`src/rtl/vx_dispatch_unit_if.sv`:
```
// Dispatch-unit bus: issue-slot request streams in, lane-width execute packets out.
interface vx_dispatch_unit_if #(
   parameter int unsigned NUM_INPUTS  = 2,
   parameter int unsigned NUM_THREADS = 4,
   parameter int unsigned NUM_LANES   = 2,
   parameter int unsigned XLEN        = 32,
   parameter int unsigned META_W      = 64
);
   localparam int unsigned NUM_PACKETS = NUM_THREADS / NUM_LANES;
   localparam int unsigned PID_W       = (NUM_PACKETS > 1) ? $clog2(NUM_PACKETS) : 1;
   localparam int unsigned IN_W        = (NUM_INPUTS > 1) ? $clog2(NUM_INPUTS) : 1;

   logic [NUM_INPUTS-1:0]                  in_valid;
   logic [NUM_INPUTS*NUM_THREADS-1:0]      in_tmask;
   logic [NUM_INPUTS*NUM_THREADS*XLEN-1:0] in_rs1_data;
   logic [NUM_INPUTS*NUM_THREADS*XLEN-1:0] in_rs2_data;
   logic [NUM_INPUTS*NUM_THREADS*XLEN-1:0] in_rs3_data;
   logic [NUM_INPUTS*META_W-1:0]           in_meta;
   logic [NUM_INPUTS-1:0]                  in_ready;

   logic                      out_valid;
   logic                      out_ready;
   logic [IN_W-1:0]           out_isw;
   logic [NUM_LANES-1:0]      out_tmask;
   logic [NUM_LANES*XLEN-1:0] out_rs1_data;
   logic [NUM_LANES*XLEN-1:0] out_rs2_data;
   logic [NUM_LANES*XLEN-1:0] out_rs3_data;
   logic [META_W-1:0]         out_meta;
   logic [PID_W-1:0]          out_pid;
   logic                      out_sop;
   logic                      out_eop;

   modport master (
      output in_valid, in_tmask, in_rs1_data, in_rs2_data, in_rs3_data, in_meta,
      input  in_ready,
      input  out_valid, out_isw, out_tmask, out_rs1_data, out_rs2_data, out_rs3_data,
      input  out_meta, out_pid, out_sop, out_eop,
      output out_ready
   );

   modport slave (
      input  in_valid, in_tmask, in_rs1_data, in_rs2_data, in_rs3_data, in_meta,
      output in_ready,
      output out_valid, out_isw, out_tmask, out_rs1_data, out_rs2_data, out_rs3_data,
      output out_meta, out_pid, out_sop, out_eop,
      input  out_ready
   );
endinterface

```
`src/rtl/vx_dispatch_unit.sv`:
```
// Round-robin issue-slot arbiter that serializes the granted warp request into
// lane-width packets, skipping packets with no active threads.
module vx_dispatch_unit #(
   parameter int unsigned NUM_INPUTS  = 2,
   parameter int unsigned NUM_THREADS = 4,
   parameter int unsigned NUM_LANES   = 2,
   parameter int unsigned XLEN        = 32,
   parameter int unsigned META_W      = 64
) (
   input logic               clk,
   input logic               reset,
   vx_dispatch_unit_if.slave bus
);
   localparam int unsigned NUM_PACKETS = NUM_THREADS / NUM_LANES;
   localparam int unsigned PID_W       = (NUM_PACKETS > 1) ? $clog2(NUM_PACKETS) : 1;
   localparam int unsigned IN_W        = (NUM_INPUTS > 1) ? $clog2(NUM_INPUTS) : 1;
   localparam int unsigned LANE_W      = NUM_LANES * XLEN;

   typedef enum logic [0:0] {IDLE, LOCK} state_t;

   state_t           state, state_nxt;
   logic [IN_W-1:0]  rr_ptr, rr_nxt;
   logic [IN_W-1:0]  lock_idx, lock_nxt;
   logic [PID_W-1:0] cur_pid, pid_nxt;

   logic [NUM_LANES-1:0] tm_a   [NUM_INPUTS][NUM_PACKETS];
   logic [LANE_W-1:0]    rs1_a  [NUM_INPUTS][NUM_PACKETS];
   logic [LANE_W-1:0]    rs2_a  [NUM_INPUTS][NUM_PACKETS];
   logic [LANE_W-1:0]    rs3_a  [NUM_INPUTS][NUM_PACKETS];
   logic [META_W-1:0]    meta_a [NUM_INPUTS];

   logic                   arb_valid, gnt_valid;
   logic [IN_W-1:0]        arb_idx, gnt_idx;
   logic [NUM_PACKETS-1:0] act;
   logic [PID_W-1:0]       sel_pid;
   logic                   sel_eop;
   logic                   load, advance, eop_adv;
   logic [NUM_INPUTS-1:0]  in_ready_c;

   function automatic logic [IN_W-1:0] wrap_idx(input logic [IN_W-1:0] base, input int unsigned off);
      return IN_W'((32'(base) + off) % NUM_INPUTS);
   endfunction

   // Reshape flat input buses into per-slot, per-packet views
   for (genvar s = 0; s < NUM_INPUTS; s++) begin : g_slot
      assign meta_a[s] = bus.in_meta[s*META_W +: META_W];
      for (genvar p = 0; p < NUM_PACKETS; p++) begin : g_pkt
         localparam int unsigned T0 = s*NUM_THREADS + p*NUM_LANES;
         assign tm_a[s][p]  = bus.in_tmask[T0 +: NUM_LANES];
         assign rs1_a[s][p] = bus.in_rs1_data[T0*XLEN +: LANE_W];
         assign rs2_a[s][p] = bus.in_rs2_data[T0*XLEN +: LANE_W];
         assign rs3_a[s][p] = bus.in_rs3_data[T0*XLEN +: LANE_W];
      end
   end

   // Lowest valid slot at or after the round-robin pointer
   always_comb begin
      arb_valid = 1'b0;
      arb_idx   = '0;
      for (int unsigned i = 0; i < NUM_INPUTS; i++) begin
         if (!arb_valid && bus.in_valid[wrap_idx(rr_ptr, i)]) begin
            arb_valid = 1'b1;
            arb_idx   = wrap_idx(rr_ptr, i);
         end
      end
   end

   assign gnt_idx   = (state == LOCK) ? lock_idx : arb_idx;
   assign gnt_valid = (state == LOCK) ? bus.in_valid[lock_idx] : arb_valid;

   // Packet selection: first active packet on a fresh request, next active one above cur_pid when locked
   always_comb begin
      act     = '0;
      sel_pid = '0;
      sel_eop = 1'b1;
      for (int p = 0; p < int'(NUM_PACKETS); p++) begin
         act[p] = |tm_a[gnt_idx][p];
      end
      for (int p = int'(NUM_PACKETS) - 1; p >= 0; p--) begin
         if (act[p] && (state == IDLE || p > int'(cur_pid))) sel_pid = PID_W'(p);
      end
      for (int p = 0; p < int'(NUM_PACKETS); p++) begin
         if (act[p] && p > int'(sel_pid)) sel_eop = 1'b0;
      end
   end

   assign load    = !bus.out_valid || bus.out_ready;
   assign advance = load && gnt_valid;
   assign eop_adv = advance && sel_eop;

   always_comb begin
      in_ready_c = '0;
      for (int unsigned s = 0; s < NUM_INPUTS; s++) begin
         in_ready_c[s] = reset && eop_adv && (gnt_idx == IN_W'(s));
      end
   end
   assign bus.in_ready = in_ready_c;

   always_ff @(posedge clk or negedge reset) begin
      if (!reset) begin
         state    <= IDLE;
         rr_ptr   <= '0;
         lock_idx <= '0;
         cur_pid  <= '0;
      end else begin
         state    <= state_nxt;
         rr_ptr   <= rr_nxt;
         lock_idx <= lock_nxt;
         cur_pid  <= pid_nxt;
      end
   end

   always_comb begin
      state_nxt = state;
      rr_nxt    = rr_ptr;
      lock_nxt  = lock_idx;
      pid_nxt   = cur_pid;
      case (state)
         IDLE: begin
            if (advance && !sel_eop) begin
               state_nxt = LOCK;
               lock_nxt  = gnt_idx;
            end
         end
         LOCK: begin
            if (eop_adv) state_nxt = IDLE;
         end
         default: state_nxt = IDLE;
      endcase
      if (advance) pid_nxt = sel_pid;
      if (eop_adv) rr_nxt = wrap_idx(gnt_idx, 1);
   end

   // Output packet register; data holds while stalled or when no packet is selected
   always_ff @(posedge clk or negedge reset) begin
      if (!reset) begin
         bus.out_valid    <= 1'b0;
         bus.out_isw      <= '0;
         bus.out_tmask    <= '0;
         bus.out_rs1_data <= '0;
         bus.out_rs2_data <= '0;
         bus.out_rs3_data <= '0;
         bus.out_meta     <= '0;
         bus.out_pid      <= '0;
         bus.out_sop      <= 1'b0;
         bus.out_eop      <= 1'b0;
      end else if (load) begin
         bus.out_valid <= gnt_valid;
         if (gnt_valid) begin
            bus.out_isw      <= gnt_idx;
            bus.out_tmask    <= tm_a[gnt_idx][sel_pid];
            bus.out_rs1_data <= rs1_a[gnt_idx][sel_pid];
            bus.out_rs2_data <= rs2_a[gnt_idx][sel_pid];
            bus.out_rs3_data <= rs3_a[gnt_idx][sel_pid];
            bus.out_meta     <= meta_a[gnt_idx];
            bus.out_pid      <= sel_pid;
            bus.out_sop      <= (state == IDLE);
            bus.out_eop      <= sel_eop;
         end
      end
   end

`ifndef SYNTHESIS
   // Upstream must hold a locked request until its eop packet is accepted
   always @(posedge clk) begin
      if (reset && state == LOCK) begin
         assert (bus.in_valid[lock_idx])
         else $error("vx_dispatch_unit: slot %0d dropped in_valid mid-request", lock_idx);
      end
   end
`endif

endmodule

```
`src/flat_wrapper.sv`:
```
// flat-port wrapper written by rule: the top's interface ports become plain ports
module vx_dispatch_unit_flat 
#(
   parameter int unsigned NUM_INPUTS  = 2,
   parameter int unsigned NUM_THREADS = 4,
   parameter int unsigned NUM_LANES   = 2,
   parameter int unsigned XLEN        = 32,
   parameter int unsigned META_W      = 64
)
  (clk, reset, bus_in_valid, bus_in_tmask, bus_in_rs1_data, bus_in_rs2_data, bus_in_rs3_data, bus_in_meta, bus_in_ready, bus_out_valid, bus_out_isw, bus_out_tmask, bus_out_rs1_data, bus_out_rs2_data, bus_out_rs3_data, bus_out_meta, bus_out_pid, bus_out_sop, bus_out_eop, bus_out_ready);
  vx_dispatch_unit_if #(.NUM_INPUTS(NUM_INPUTS), .NUM_THREADS(NUM_THREADS), .NUM_LANES(NUM_LANES), .XLEN(XLEN), .META_W(META_W)) bus_i ();
  input logic clk;
  input logic reset;
  input wire logic [$bits(bus_i.in_valid)-1:0] bus_in_valid;
  input wire logic [$bits(bus_i.in_tmask)-1:0] bus_in_tmask;
  input wire logic [$bits(bus_i.in_rs1_data)-1:0] bus_in_rs1_data;
  input wire logic [$bits(bus_i.in_rs2_data)-1:0] bus_in_rs2_data;
  input wire logic [$bits(bus_i.in_rs3_data)-1:0] bus_in_rs3_data;
  input wire logic [$bits(bus_i.in_meta)-1:0] bus_in_meta;
  output wire logic [$bits(bus_i.in_ready)-1:0] bus_in_ready;
  output wire logic [$bits(bus_i.out_valid)-1:0] bus_out_valid;
  output wire logic [$bits(bus_i.out_isw)-1:0] bus_out_isw;
  output wire logic [$bits(bus_i.out_tmask)-1:0] bus_out_tmask;
  output wire logic [$bits(bus_i.out_rs1_data)-1:0] bus_out_rs1_data;
  output wire logic [$bits(bus_i.out_rs2_data)-1:0] bus_out_rs2_data;
  output wire logic [$bits(bus_i.out_rs3_data)-1:0] bus_out_rs3_data;
  output wire logic [$bits(bus_i.out_meta)-1:0] bus_out_meta;
  output wire logic [$bits(bus_i.out_pid)-1:0] bus_out_pid;
  output wire logic [$bits(bus_i.out_sop)-1:0] bus_out_sop;
  output wire logic [$bits(bus_i.out_eop)-1:0] bus_out_eop;
  input wire logic [$bits(bus_i.out_ready)-1:0] bus_out_ready;
  assign bus_i.in_valid = bus_in_valid;
  assign bus_i.in_tmask = bus_in_tmask;
  assign bus_i.in_rs1_data = bus_in_rs1_data;
  assign bus_i.in_rs2_data = bus_in_rs2_data;
  assign bus_i.in_rs3_data = bus_in_rs3_data;
  assign bus_i.in_meta = bus_in_meta;
  assign bus_in_ready = bus_i.in_ready;
  assign bus_out_valid = bus_i.out_valid;
  assign bus_out_isw = bus_i.out_isw;
  assign bus_out_tmask = bus_i.out_tmask;
  assign bus_out_rs1_data = bus_i.out_rs1_data;
  assign bus_out_rs2_data = bus_i.out_rs2_data;
  assign bus_out_rs3_data = bus_i.out_rs3_data;
  assign bus_out_meta = bus_i.out_meta;
  assign bus_out_pid = bus_i.out_pid;
  assign bus_out_sop = bus_i.out_sop;
  assign bus_out_eop = bus_i.out_eop;
  assign bus_i.out_ready = bus_out_ready;
  vx_dispatch_unit #(.NUM_INPUTS(NUM_INPUTS), .NUM_THREADS(NUM_THREADS), .NUM_LANES(NUM_LANES), .XLEN(XLEN), .META_W(META_W)) u_core (.clk(clk), .reset(reset), .bus(bus_i));
endmodule
```
`config.mk`:
```
export PLATFORM = sky130hd
export DESIGN_NAME = vx_dispatch_unit_flat
export DESIGN_NICKNAME = d
export VERILOG_FILES = /design/src/rtl/vx_dispatch_unit_if.sv /design/src/rtl/vx_dispatch_unit.sv /design/src/flat_wrapper.sv
export SDC_FILE = /design/constraint.sdc
export NUM_CORES = 1
export LEC_CHECK = 0
export ABC_CLOCK_PERIOD_IN_PS = 2300
export CAP_MARGIN = 20
export CORE_AREA = 2 2 457 459
export DETAILED_ROUTE_END_ITERATION = 10
export DIE_AREA = 0 0 459 461
export GPL_TIMING_DRIVEN = 0
export SYNTH_ARGS = -nofsm -noshare
export SYNTH_HDL_FRONTEND = slang
export SYNTH_SLANG_ARGS = --single-unit
```
`constraint.sdc`:
```
create_clock -name clk -period 2.3 [get_ports clk]
set_input_delay 0.46 -clock clk [delete_from_list [all_inputs] [get_ports clk]]
set_output_delay 0.46 -clock clk [all_outputs]
set_load 0.01 [all_outputs]
```
==> results.txt, run 1 <==
----------------------------------------------------
[Placement]
  Cell Count Post-Placement ... 4930
  Post-DP HPWL ... 153.0 mm
  Gpl congestion ... 0.9726
  Count of buffers from port buffering ... 1173
  Cell area after placement ... 30640 um^2

[Floorplan]
  Number of core rows ... 167
  Die span in y ... 461 um
  Total core area ... 206400 um^2
  Die Width ... 459 um
  Count of boundary I/O pins ... 1174
  Die area ... 211600 um^2
  Starting utilization of the core area ... 7.489%

[Setup path]
  Type of element launching the critical path ... register
  Arrival @ worst endpoint ... 3.25 ns
  Largest fanout of any net on the critical path ... 7
  Path depth of the worst reg2reg path ... 10
  Worst setup path category ... register to register
  Cell occurring most often along the worst timing path ... sky130_fd_sc_hd__buf_12
  Critical Path RT ... 2.81 ns
  Critical path endpoint category ... register
  Series of cell instances along the critical path ... nor2b_4 > a22o_1 > buf_6 > mux2i_4 > buf_12 > buf_16 > buf_4 > buf_12 > mux4_2 > mux2_4
  Highest cell delay on the worst timing path ... 0.45 ns
  Slowest-stage cell, CP ... sky130_fd_sc_hd__mux4_2

[Clock tree]
  Clock Latency Late Sink ... 0.63 ns
  CTS H-tree depth ... 2
  TritonCTS clock tree ... done
  Clock tree root buffer cell ... sky130_fd_sc_hd__clkbuf_16
  Inserted Clock Buffers ... 40
  Clock-pin slew reported for the worst setup and hold paths after clock tree synthesis ... 0.06 ns
  Number of clock sinks ... 266
  Buffer depth of the longest clock path ... 3

[Run]
  Number of max-cap violations ... 0

[Synthesis]
  Yosys reg bits ... 266
  Post-Syn Nets ... 1960
  Synthesized instance count ... 1051
  Warnings from Yosys ... 0
  Fraction of the yosys area taken by sequential cells ... 43.06%
  Syn avg cell area ... 14.71 um^2
  Synth unique cells ... 30
  Post-Synthesis Cell Area ... 15460 um^2

[Drt]
  Number of vias after detailed routing ... 17070
  Mean number of vias per cell ... 3.307
  Initial DRT Pass Iterations ... 6
  Residual DRC ... 0
  Final routed wire length divided by cell count ... 34.69 um
  Number of DRC markers in iteration 0 ... 1062
  WL final ... 179.0 mm
  Antenna violation net count after detailed routing ... 0

[Global routing]
  Antenna violations before repair ... 144
  Aggregate global routing overflow ... 0
  Largest net degree at the start of global routing ... 101
  Number of global-route vias before repair ... 17800
  Global-route wire length before repair ... 215.3 mm
  Global-route total usage across every layer ... 16.22%

[Layout]
  # nets final ... 3297
  Proportion of layout cells with a drive suffix above 1 ... 28.49%
  Final standard cell count with taps included and fillers excluded ... 5161
  Design area ... 34820 um^2
  Number of fill cells in the layout ... 22820
  Utilization of the core after routing ... 16.87%
  Area grow syn2layout ... 125.3%

[STA]
  Fin crit period ... 2.744 ns
  Setup slack after layout ... -0.4440 ns
  Number of slew-limit violations in the final report ... 0
  Largest clock skew in the final design ... 0.02310 ns
  Final-report hold violation count ... 70
  Peak Freq ... 0.3644 GHz
  Setup Viol. Count Final ... 196
  Final Cycle Share ... 119.3%
  Hold Worst Slack ... -0.2468 ns
  Setup repair after global routing missed its margin ... true
  Setup TNS ... -55.68 ns
  Headroom to the max-slew limit ... 41.62%
  Actual transition at the worst max-transition pin ... 0.8757 ns

[Status]
  Result of the run ... finished with violations
  Failing checks ... hold timing, setup timing

[Power and ir drop]
  Max IR drop VDD ... 691.2 uV
  Leakage power summed over all cells ... 13.27 nW
  Cell Pwr Density ... 1283 nW/um^2

[Hold path]
  Kind of path behind the tightest hold check ... input pin to asynchronous set/reset pin

----------------------------------------------------
path summary, 6_finish.rpt:
| path | start | slack [ns] | endpoint |
|---|---|---|---|
| setup / recovery | register | -0.44 | u_core.bus.out_rs2_data[55] |
| hold / removal | reset | -0.25 | u_core.bus.out_rs1_data[28] |
| setup reg to reg | register | -0.44 | u_core.bus.out_rs2_data[55] |
| hold reg to reg | u_core.bus.out_isw | 0.50 | u_core.bus.out_isw |
| max in group asynchronous | reset | 1.32 | u_core.bus.out_rs3_data[2] |
| min in group clk | bus_in_valid[1] | 0.39 | u_core.lock_idx |
worst max-delay path, delay by kind of cell (launching register included):
family	cells	cell delay, ns
multiplexers	3	1.02
buffers and inverters	5	0.78
flip-flops	1	0.44
AO/OA/AOI/OAI	1	0.17
AND/OR/NAND/NOR	1	0.16
metrics by stage:
| stage | total power [mW] | setup WS, ns |
|---|---|---|
| 3_5_place_dp | 32.78 | -2.570 |
| 4_1_cts | 45.56 | -0.4667 |
| 3_3_place_gp | 32.75 | -13.23 |
| 2_1_floorplan | 17.42 | 0.08206 |
| 5_1_grt | 46.95 | -0.4939 |
| 6_report | 44.67 | -0.4440 |
registers in the layout, summed over array words and instances, names as in the netlist, 2 cells and up, named ones only:
name and flops:
u_core.bus.out_meta 64, u_core.bus.out_rs1_data 64, u_core.bus.out_rs2_data 64, u_core.bus.out_rs3_data 64
u_core.bus.out_tmask 2
layer usage:
layer  GRT usage [%]  vias to the layer above  wire, um
met5               0                        -       457
met4           5.137                       68      6294
met3           7.771                      314     21130
met2           26.33                     1194     81850
met1           18.70                     8679     69280
li1                -                     6815         -
area by class of cell:
cell class | count | area (um^2) | share of cell area [%]
Timing Repair Buffer | 1304 | 13610 | 39.08
Sequential cell | 266 | 6659 | 19.12
Antenna cell | 42 | 105.1 | 0.3018
Clock inverter | 14 | 161.4 | 0.4635
Clock buffer | 55 | 1169 | 3.356
Multi-Input combinational cell | 689 | 8700 | 24.98
Buffer | 85 | 1028 | 2.953
Inverter | 2 | 7.507 | 0.02156
Tap cell | 2704 | 3383 | 9.715
power breakdown:
group          leakage, nW  switching, mW  internal [mW]  total, mW
clock                0.655           2.67           3.87       6.54
sequential            3.08           1.71           7.11       8.82
combinational         9.54           14.3           15.0       29.3
synth_stat cells:
master / number / area (um^2)
sky130_fd_sc_hd__dfrtp_1: 266 / 6656
sky130_fd_sc_hd__mux2_2: 195 / 2196
sky130_fd_sc_hd__nand2_1: 132 / 495.5
sky130_fd_sc_hd__mux4_2: 120 / 2703
sky130_fd_sc_hd__mux4_1: 74 / 1944
sky130_fd_sc_hd__nor2_1: 71 / 266.5
sky130_fd_sc_hd__a31oi_1: 64 / 400.4
sky130_fd_sc_hd__buf_2: 50 / 250.2
sky130_fd_sc_hd__clkbuf_1: 20 / 75.07
sky130_fd_sc_hd__buf_6: 18 / 202.7
sky130_fd_sc_hd__a21oi_1: 6 / 30.03
sky130_fd_sc_hd__buf_1: 4 / 15.01
sky130_fd_sc_hd__o21ai_0: 4 / 20.02
sky130_fd_sc_hd__a211oi_1: 3 / 22.52
sky130_fd_sc_hd__nor3_1: 3 / 15.01
sky130_fd_sc_hd__a22o_1: 2 / 17.52
sky130_fd_sc_hd__and3_1: 2 / 12.51
sky130_fd_sc_hd__buf_4: 2 / 15.01
sky130_fd_sc_hd__inv_1: 2 / 7.510
sky130_fd_sc_hd__nand2b_1: 2 / 12.51
sky130_fd_sc_hd__or2_2: 2 / 12.51
sky130_fd_sc_hd__a221oi_1: 1 / 8.760
sky130_fd_sc_hd__a22oi_2: 1 / 12.51
sky130_fd_sc_hd__and2b_1: 1 / 7.510
sky130_fd_sc_hd__mux2i_4: 1 / 22.52
sky130_fd_sc_hd__nor2b_1: 1 / 6.260
sky130_fd_sc_hd__nor2b_4: 1 / 13.76
sky130_fd_sc_hd__o211ai_1: 1 / 7.510
sky130_fd_sc_hd__o21ai_1: 1 / 5.000
sky130_fd_sc_hd__o22ai_1: 1 / 6.260
logic make-up (layout without fill, tap and decap cells):
kind of cell           Yosys count  count (layout)  synth area share [%]
AO/OA/AOI/OAI                   84              84                 3.432
buffers and inverters           96            1460                 3.658
flip-flops                     266             266                 43.06
multiplexers                   390             390                 44.41
other                            0              42                     0
AND/OR/NAND/NOR                215             215                 5.447
placed cells by master (no fill, tap or decap), types with 42 or more instances in the layout:
cell type,count
sky130_fd_sc_hd__a31oi_1,64
sky130_fd_sc_hd__buf_12,55
sky130_fd_sc_hd__clkbuf_16,45
sky130_fd_sc_hd__clkdlybuf4s50_1,1102
sky130_fd_sc_hd__dfrtp_1,264
sky130_fd_sc_hd__diode_2,42
sky130_fd_sc_hd__dlygate4sd2_1,64
sky130_fd_sc_hd__mux2_4,170
sky130_fd_sc_hd__mux4_2,192
sky130_fd_sc_hd__nand2_1,132
sky130_fd_sc_hd__nor2_1,70
repair_timing:
| item | CTS | global route |
|---|---|---|
| endpoints found under the hold margin | 70 | 70 |
| setup buffers | 95 | 27 |
| cloned | 20 | 3 |
| endpoints found under the setup margin | 331 | 254 |
| pin swaps | 5 | 4 |
| gates resized for setup | 548 | 84 |
(Power assumes the default switching activity.)
==> run 2, diff against run 1 <==
--- a/config.mk
+++ b/config.mk
@@ -11,6 +11,7 @@
 export DETAILED_ROUTE_END_ITERATION = 10
 export DIE_AREA = 0 0 459 461
 export GPL_TIMING_DRIVEN = 0
+export PLACE_DENSITY_LB_ADDON = 0.05
 export SYNTH_ARGS = -nofsm -noshare
 export SYNTH_HDL_FRONTEND = slang
 export SYNTH_SLANG_ARGS = --single-unit
==> run 2 against run 1 <==
Compared with the run above: the flow finishes with violations (setup timing); critical path depth increased by 2; register-to-register slack improved by 0.07 ns; die area unchanged; power decreased by 2.0%; core utilization increased by 0.28 points; sequential cell count unchanged; count of clock-buffer cells in the layout increased by 13; via count decreased by 7.4%; hold slack improved by 0.64 ns; worst setup slack improved by 0.070 ns; global-route usage decreased by 2.9 points; sequential power decreased by 3.3%; critical path type unchanged; largest power group unchanged.
==> results.txt, run 2 (synthesized netlist as in run 1, its figures left out) <==
----------------------------------------------------
[STA]
  Headroom to the max-slew limit ... 51.03% (was 41.62%)
  Final Cycle Share ... 116.3% (was 119.3%)
  Actual transition at the worst max-transition pin ... 0.7313 ns (was 0.8757 ns)
  Number of slew-limit violations in the final report ... 0 (unchanged)
  Largest clock skew in the final design ... 0.03580 ns (was 0.02310 ns)
  Peak Freq ... 0.3740 GHz (was 0.3644 GHz)
  Fin crit period ... 2.674 ns (was 2.744 ns)
  Setup repair after global routing missed its margin ... true (unchanged)
  Setup slack after layout ... -0.3740 ns (was -0.4440 ns)
  Final-report hold violation count ... 0 (was 70)
  Hold Worst Slack ... 0.3922 ns (was -0.2468 ns)
  Setup Viol. Count Final ... 196 (unchanged)

[Global routing]
  Antenna violations before repair ... 61 (was 144)
  Global-route wire length before repair ... 186.0 mm (was 215.3 mm)
  Global-route total usage across every layer ... 13.27% (was 16.22%)
  Largest net degree at the start of global routing ... 83 (was 101)
  Number of global-route vias before repair ... 17700 (was 17800)
  Aggregate global routing overflow ... 0 (unchanged)

[Clock tree]
  Clock tree root buffer cell ... sky130_fd_sc_hd__clkbuf_16 (unchanged)
  Inserted Clock Buffers ... 46 (was 40)
  CTS H-tree depth ... 2 (unchanged)
  Clock-pin slew reported for the worst setup and hold paths after clock tree synthesis ... 0.06 ns (about the same)
  TritonCTS clock tree ... done (unchanged)
  Number of clock sinks ... 266 (unchanged)
  Clock Latency Late Sink ... 0.64 ns (was 0.63 ns)
  Buffer depth of the longest clock path ... 3 (unchanged)

[Layout]
  FF+latch area ... 6658 um^2 (was 6659 um^2)
  Utilization of the core after routing ... 17.15% (was 16.87%)
  Area grow syn2layout ... 129.0% (was 125.3%)
  # nets final ... 3298 (was 3297)
  Highest-count cells in the layout ignoring fill and taps ... sky130_fd_sc_hd__clkdlybuf4s50_1 (1164), sky130_fd_sc_hd__dfrtp_1 (265), sky130_fd_sc_hd__mux4_2 (183) (was sky130_fd_sc_hd__clkdlybuf4s50_1 (1102), sky130_fd_sc_hd__dfrtp_1 (264), sky130_fd_sc_hd__mux4_2 (192))
  Multi-input logic area ... 8635 um^2 (was 8700 um^2)
  Most common cell after layout, fill and taps aside ... sky130_fd_sc_hd__clkdlybuf4s50_1 (unchanged)
  Proportion of layout cells with a drive suffix above 1 ... 27.46% (was 28.49%)
  Design area ... 35400 um^2 (was 34820 um^2)
  Number of fill cells in the layout ... 22790 (was 22820)

[Floorplan]
  Starting utilization of the core area ... 7.489% (unchanged)
  Count of boundary I/O pins ... 1174 (unchanged)
  Die span in y ... 461 um (unchanged)
  Die Width ... 459 um (unchanged)
  Total core area ... 206400 um^2 (unchanged)
  Die area ... 211600 um^2 (unchanged)
  Number of core rows ... 167 (unchanged)

[Hold path]
  Kind of path behind the tightest hold check ... input pin to register (was input pin to asynchronous set/reset pin)

[Drt]
  Initial DRT Pass Iterations ... 5 (was 6)
  Antenna violation net count after detailed routing ... 0 (unchanged)
  Number of DRC markers in iteration 0 ... 611 (was 1062)
  WL final ... 145.8 mm (was 179.0 mm)
  Residual DRC ... 0 (unchanged)
  Mean number of vias per cell ... 3.066 (was 3.307)
  Final routed wire length divided by cell count ... 28.29 um (was 34.69 um)
  Number of vias after detailed routing ... 15800 (was 17070)

[Setup path]
  Highest cell delay on the worst timing path ... 0.43 ns (was 0.45 ns)
  Critical path endpoint category ... register (unchanged)
  Buffers & Inverters on Critical Path ... 8 (was 5)
  Reg-to-reg slack, setup ... -0.37 ns (was -0.44 ns)
  Cell occurring most often along the worst timing path ... sky130_fd_sc_hd__buf_12 (unchanged)
  Type of element launching the critical path ... register (unchanged)
  Arrival @ worst endpoint ... 3.18 ns (was 3.25 ns)
  Largest fanout of any net on the critical path ... 5 (was 7)
  Worst setup path category ... register to register (unchanged)
  Cell type group with the largest total delay on the critical path ... buffers and inverters (was multiplexers)
  Critical Path RT ... 2.81 ns (about the same)
  Slowest-stage cell, CP ... sky130_fd_sc_hd__dfrtp_2 (was sky130_fd_sc_hd__mux4_2)
  Series of cell instances along the critical path ... buf_6 > a22o_1 > buf_6 > mux2i_4 > buf_12 > buf_12 > buf_12 > buf_12 > buf_16 > buf_12 > mux4_2 > mux2_4 (was nor2b_4 > a22o_1 > buf_6 > mux2i_4 > buf_12 > buf_16 > buf_4 > buf_12 > mux4_2 > mux2_4)

[Placement]
  Gpl congestion ... 0.8813 (was 0.9726)
  Pre-CTS setup slack ... -2.157 ns (was -2.570 ns)
  Cell area after placement ... 30700 um^2 (was 30640 um^2)
  Post-DP HPWL ... 118.4 mm (was 153.0 mm)
  Count of buffers from port buffering ... 1173 (unchanged)

[Power and ir drop]
  Max IR drop VDD ... 635.9 uV (was 691.2 uV)
  Cell Pwr Density ... 1237 nW/um^2 (was 1283 nW/um^2)
  Leakage power summed over all cells ... 13.37 nW (was 13.27 nW)
  Overall Power ... 43.78 mW (was 44.67 mW)

[Status]
  Failing checks ... setup timing (was hold timing, setup timing)
  Result of the run ... finished with violations (unchanged)

[Run]
  Number of max-cap violations ... 0 (unchanged)

----------------------------------------------------
==> run 2: changes by cell type in the layout (fill, tap and decap cells not counted), moves of 9 or more <==
cell	change
sky130_fd_sc_hd__mux4_1	+9
sky130_fd_sc_hd__dlygate4sd2_1	-58
sky130_fd_sc_hd__mux4_2	-9
sky130_fd_sc_hd__buf_6	-17
sky130_fd_sc_hd__clkbuf_1	+11
sky130_fd_sc_hd__clkdlybuf4s50_1	+62
sky130_fd_sc_hd__buf_16	+24
sky130_fd_sc_hd__diode_2	-18
sky130_fd_sc_hd__mux2_2	+20
sky130_fd_sc_hd__mux2_4	-20
==> run 2: metrics by stage <==
stage / setup TNS (ns) / std cells
final: -47.80 / 5153
after detailed placement: -387.94 / 4933
after global routing: -69.10 / 5135
after global placement: -4310.82 / 4928
after CTS: -55.25 / 5118
after floorplan: 0 / 1051
==> run 2: worst min-delay path, cell delays in order <==
cell	delay [ns]
sky130_fd_sc_hd__clkdlybuf4s50_1	0.40
sky130_fd_sc_hd__nand2_1	0.06
sky130_fd_sc_hd__a31oi_1	0.07
==> run 2: where the power goes <==
part	switching (mW)	internal (mW)	leakage (nW)	total, mW
clock	2.96	4.63	0.779	7.59
sequential	1.42	7.11	3.08	8.53
combinational	12.0	15.7	9.52	27.7
total	16.4	27.4	13.4	43.8
==> run 2: repair_timing <==
item | 4_1_cts | 5_1_grt
hold buffers | 6 | 0
gates resized for setup | 438 | 48
endpoints found under the setup margin | 271 | 220
pin swaps | 2 | 3
buffers inserted | 69 | 12
cloned | 28 | 0
hold endpoints to repair | 37 | 0
==> run 2: worst paths after layout <==
check                              startpoint                          end  cells after the start
setup / recovery              u_core.lock_idx  u_core.bus.out_rs1_data[52]                     12
hold / removal                 bus_in_meta[2]       u_core.bus.out_meta[2]                      3
setup reg to reg              u_core.lock_idx  u_core.bus.out_rs1_data[52]                     12
hold reg to reg            u_core.bus.out_sop           u_core.bus.out_sop                      2
max in group asynchronous               reset  u_core.bus.out_rs1_data[40]                      5
min in group asynchronous               reset  u_core.bus.out_rs2_data[24]                      3
==> run 2: final cells by class <==
cell class,instances,share of cell area [%]
clock inverter,16,0.5514
tap,2704,9.557
timing repair buffer,1291,39.11
multi-input combinational,689,24.39
antenna,24,0.1696
sequential,266,18.81
buffer,93,3.442
inverter,2,0.02121
clock buffer,68,3.948
==> run 2: layer usage <==
metal  share of wire [%]  wire length (um)  GRT usage [%]
met1                  37             53910          14.31
met3                 8.8             12890          4.982
met4                 1.7              2453          2.576
met5                0.16               231              0
met2                  52             76310          24.58
